File: src/rtl/seconds_display.sv
// Sequential double-dabble converter feeding a multiplexed 4-digit seven-segment display.
// Conversion takes 10 cycles; one strobe arriving mid-conversion is held pending.
module seconds_display #(
  parameter int REFRESH_COUNT = 100000
) (
  input  logic       clk,
  input  logic       rst,
  input  logic [9:0] seconds_in,
  input  logic       seconds_valid,
  output logic       busy,
  output logic [3:0] an,
  output logic [6:0] seg
);

  typedef enum logic {IDLE, CONVERT} state_t;

  localparam int CW = (REFRESH_COUNT > 1) ? $clog2(REFRESH_COUNT) : 1;
  localparam logic [CW-1:0] LAST = CW'(REFRESH_COUNT - 1);

  state_t      state, state_nxt;
  logic [25:0] shift, shift_nxt, step;
  logic [3:0]  bit_cnt, bit_cnt_nxt;
  logic        pend, pend_nxt;
  logic [9:0]  pend_val, pend_val_nxt;
  logic [15:0] digits, digits_nxt;

  logic [CW-1:0] refresh;
  logic [1:0]    idx, idx_nxt;
  logic          wrap, blank;
  logic [3:0]    cur;

  function automatic logic [6:0] seg_pat(input logic [3:0] d);
    case (d)
      4'd0:    seg_pat = 7'b1000000;
      4'd1:    seg_pat = 7'b1111001;
      4'd2:    seg_pat = 7'b0100100;
      4'd3:    seg_pat = 7'b0110000;
      4'd4:    seg_pat = 7'b0011001;
      4'd5:    seg_pat = 7'b0010010;
      4'd6:    seg_pat = 7'b0000010;
      4'd7:    seg_pat = 7'b1111000;
      4'd8:    seg_pat = 7'b0000000;
      4'd9:    seg_pat = 7'b0010000;
      default: seg_pat = 7'b1111111;
    endcase
  endfunction

  // One double-dabble iteration: correct BCD nibbles >= 5, then shift left.
  always_comb begin
    logic [25:0] adj;
    adj = shift;
    for (int i = 0; i < 4; i++) begin
      if (adj[10+4*i +: 4] >= 4'd5)
        adj[10+4*i +: 4] = adj[10+4*i +: 4] + 4'd3;
    end
    step = {adj[24:0], 1'b0};
  end

  always_comb begin
    state_nxt    = state;
    shift_nxt    = shift;
    bit_cnt_nxt  = bit_cnt;
    pend_nxt     = pend;
    pend_val_nxt = pend_val;
    digits_nxt   = digits;
    case (state)
      IDLE: begin
        if (seconds_valid) begin
          shift_nxt   = {16'd0, seconds_in};
          bit_cnt_nxt = 4'd0;
          pend_nxt    = 1'b0;
          state_nxt   = CONVERT;
        end else if (pend) begin
          shift_nxt   = {16'd0, pend_val};
          bit_cnt_nxt = 4'd0;
          pend_nxt    = 1'b0;
          state_nxt   = CONVERT;
        end
      end
      CONVERT: begin
        shift_nxt   = step;
        bit_cnt_nxt = bit_cnt + 4'd1;
        if (seconds_valid) begin
          pend_nxt     = 1'b1;
          pend_val_nxt = seconds_in;
        end
        if (bit_cnt == 4'd9) begin
          digits_nxt = step[25:10];
          state_nxt  = IDLE;
        end
      end
      default: state_nxt = IDLE;
    endcase
  end

  always_ff @(posedge clk or posedge rst) begin
    if (rst) begin
      state    <= IDLE;
      shift    <= '0;
      bit_cnt  <= '0;
      pend     <= 1'b0;
      pend_val <= '0;
      digits   <= '0;
    end else begin
      state    <= state_nxt;
      shift    <= shift_nxt;
      bit_cnt  <= bit_cnt_nxt;
      pend     <= pend_nxt;
      pend_val <= pend_val_nxt;
      digits   <= digits_nxt;
    end
  end

  assign busy = (state == CONVERT);

  // Outputs are computed from the post-wrap index so an/seg move on the wrap edge itself.
  assign wrap    = (refresh == LAST);
  assign idx_nxt = wrap ? idx + 2'd1 : idx;
  assign cur     = digits[{idx_nxt, 2'b00} +: 4];

  always_comb begin
    case (idx_nxt)
      2'd1:    blank = (digits[15:4] == 12'd0);
      2'd2:    blank = (digits[15:8] == 8'd0);
      2'd3:    blank = (digits[15:12] == 4'd0);
      default: blank = 1'b0;
    endcase
  end

  always_ff @(posedge clk or posedge rst) begin
    if (rst) begin
      refresh <= '0;
      idx     <= 2'd0;
      an      <= 4'b1110;
      seg     <= 7'b1000000;
    end else begin
      refresh <= wrap ? '0 : refresh + CW'(1);
      idx     <= idx_nxt;
      an      <= ~(4'b0001 << idx_nxt);
      seg     <= blank ? 7'b1111111 : seg_pat(cur);
    end
  end

endmodule

File: config.mk
export PLATFORM = sky130hd
export DESIGN_NAME = seconds_display
export DESIGN_NICKNAME = d
export VERILOG_FILES = /design/src/rtl/seconds_display.sv
export SDC_FILE = /design/constraint.sdc
export NUM_CORES = 1
export LEC_CHECK = 0
export ABC_AREA = 1
export CAP_MARGIN = 20
export CORE_MARGIN = 2
export CORE_UTILIZATION = 54
export DETAILED_ROUTE_END_ITERATION = 16
export PLACE_DENSITY = 0.77
export RECOVER_POWER = 25
export SYNTH_ARGS = -nofsm -noshare
export SYNTH_HDL_FRONTEND = slang
export SYNTH_SLANG_ARGS = --single-unit
File: constraint.sdc
create_clock -name clk -period 2.9 [get_ports clk]
set_input_delay 0.725 -clock clk [delete_from_list [all_inputs] [get_ports clk]]
set_output_delay 0.725 -clock clk [all_outputs]
set_load 0.02 [all_outputs]
==> impl_metrics.toml <==
[placement]
placed_cells = 600
port_buffers = 24
hpwl_mm = 5.88
gp_congestion = 0.866
place_ws_ns = 0.313

[routing]
routed_wl_mm = 8.08
drt-initial-drc-count = 150
wl_per_cell_um = 13.1
drc = 0
antenna_left = 0
via_per_inst = 5.40
num_vias = 3326
first_pass_iters = 4

[clock_network]
root_buffer = "clkbuf_8"
clk_latency_ns = 0.35
post_cts_resize_count = 0
cts_tree = "built"
htreeDepth = 3
numCtsBuffers = 9
cts.path.max_buffers = 2
clock-sinks = 88
postCtsHoldBufs = 0
path_clk_slew_ns = 0.08
cts_setup_buffers = 0

[grt]
grt_start_max_net_pins = 49
gr-usage-all-layers_pct = 20.6
antenna_found_initial = 0
grt_pass1_vias = 3307
grt_remaining_overflow = 0
grt_pass1_wl_mm = 14.2

[cells_and_area]
fillers = 643
layout-drive-gt1-share_pct = 11.7
synthToLayoutAreaGrowth_pct = 13.5
finalNonFillerCells = 616
num_antenna_cells = 0
final_nets = 534

[sta]
hold_viol = 0
setup_viol = 0
finalCriticalPeriod_ns = 2.59
finalSetupTns_ns = 0
fin_crit_sh_pct = 89.4
max_freq_ghz = 0.386
skew_ns = 0.00798
drv_slew = 0
rsz0062_at_grt = "no"
finalWorstSetupSlack_ns = 0.308
relSlewSlack_pct = 23.0
tightest_slew_ns = 1.16

[worst_hold_path]
hold_path.class = "reg2reg"

[critical_path]
criticalPathCategory = "reg2reg"
crit_buf_inv = 3
max_stage_delay_ns = 0.39
cp-end-kind = "register"
critPathSlowestCell = "dfrtp_1"
crit_arrival_ns = 2.83
worst_setup_path_start_kind = "register"
crit_family = "simple AND/OR/NAND/NOR gates"
path_max_fanout = 14
required_ns = 3.14
cp_cell_sequence = "ha_1 > nand3_1 > nor2_2 > nand3_4 > nand2_4 > nand2_4 > nand2_1 > nand3_1 > nand2_4 > inv_1 > ha_1 > inv_1 > nor2_1 > inv_1 > nand3_1 > nand2_1"

[yosys]
ys_seq_elements = 88
syn_nets = 502
synthFlopType = "dfrtp_1"
synth-edff-count = 0
synth_compound_area_share_pct = 10.6
yosysTopAreaCell = "dfrtp_1"
synthAdderAreaFrac_pct = 3.46
synth_top_family_by_area = "simple AND/OR/NAND/NOR gates"
synthMuxAreaShare_pct = 4.90
yosys_warnings = 0
yosysUniqueCellTypes = 36
async_reset_ff_share_pct = 100
synth_xor_area_share_pct = 1.82
synthCells = 477
syn_area_um2 = 4340
yosysSeqAreaShare_pct = 50.9
postSynthAreaPerCell_um2 = 9.09
synth.area.top_cells = "dfrtp_1 (48%), nand2_1 (8.7%), inv_1 (5.5%)"
synthSimpleGateAreaFrac_pct = 21.5
synth.top_cell.area_share_pct = 48.5

[floorplanning]
floorplan.initialDensity_pct = 55.8
fp.dieW_um = 93.6
fp-row-count = 32
coreArea_um2 = 7770
pin_count = 25
dieArea_um2 = 8770
die_h_um = 93.6

[power_and_ir_drop]
power_density_nw_per_um2 = 866
power.leakage_uw = 0.00239
vdd_drop_max_mv = 0.400

[run_status]
status = "completed"

[run]
cap_violations = 0
-- kinds of logic after synthesis --
group | Yosys count
compound gates | 76
xor+xnor | 9
fa+ha+maj | 12
buf+inv | 76
flops | 88
mux | 20
simple gates | 196
-- power by group --
part	switching, uW	internal, uW	total [uW]
clock	410	444	854
sequential	227	1610	1840
combinational	934	634	1570
-- worst min-delay path, delay by kind of cell (launching register included) --
kind,cells,cell delay (ns)
DFF,1,0.33
and+or+nand+nor,2,0.12
-- cell usage in the layout, fill, tap and decap left out, types with 11 or more instances in the layout --
cell type / count
a21oi_1: 13
clkbuf_8: 11
clkdlybuf4s50_1: 22
dfrtp_1: 84
ha_1: 12
inv_1: 62
nand2_1: 100
nand3_1: 31
nand4_1: 11
nor2_1: 26
o21ai_0: 31
o22ai_1: 18
-- synthesized netlist by cell type, drive strengths merged (8+ instances only) --
master,count
dfrtp,84
mux2i,10
o21ai,31
inv,65
nand3,33
nand4,12
o221ai,9
o22ai,18
ha,12
a21oi,14
xor2,8
mux2,10
clkbuf,9
nand2,110
nor2,28
-- sequential cells by signal, indices dropped and copies added (netlist names) --
signal	count
pend_val	10
bit_cnt	4
refresh	17
an	4
digits	16
shift	26
idx	2
pend	1
seg	7
busy	1
-- through the flow --
step	hold slack [ns]	total power (uW)	area, um2	util, %
floorplan	0.447	2980	4340	-
global placement	0.464	3340	4730	60.9
detailed placement	0.468	3440	4730	60.9
CTS	0.487	4300	4930	63.5
global route	0.514	4610	4920	63.4
finish	0.484	4260	4920	63.4
-- per-layer routing --
metal	routed length (um)	track usage, %
met1	3590	24.7
met2	4060	35.1
met3	254	5.48
met4	177	8.45
met5	0	0
-- cell type report --
type                            count  area, um2  share of cell area, %
Clock inverter                      3       40.0                  0.813
Clock buffer                       13        159                   3.23
Multi-Input combinational cell    313       1840                   37.3
Inverter                           65        245                   4.98
Tap cell                          102        128                   2.59
Sequential cell                    88       2210                   44.8
Timing Repair Buffer               32        305                   6.20
-- worst paths after layout --
kind	start	to	slack, ns	depth (start not counted)
min in group asynchronous	rst	digits[8]	1.03	2
worst max-delay path	refresh[0]	seg[3]	0.31	16
max in group asynchronous	rst	seg[5]	0.65	3
worst min register to register	pend	pend	0.48	2
worst max register to register	refresh[0]	seg[3]	0.31	16
worst min-delay path	pend	pend	0.48	2
Note: power is estimated with default switching activity, not from simulation.
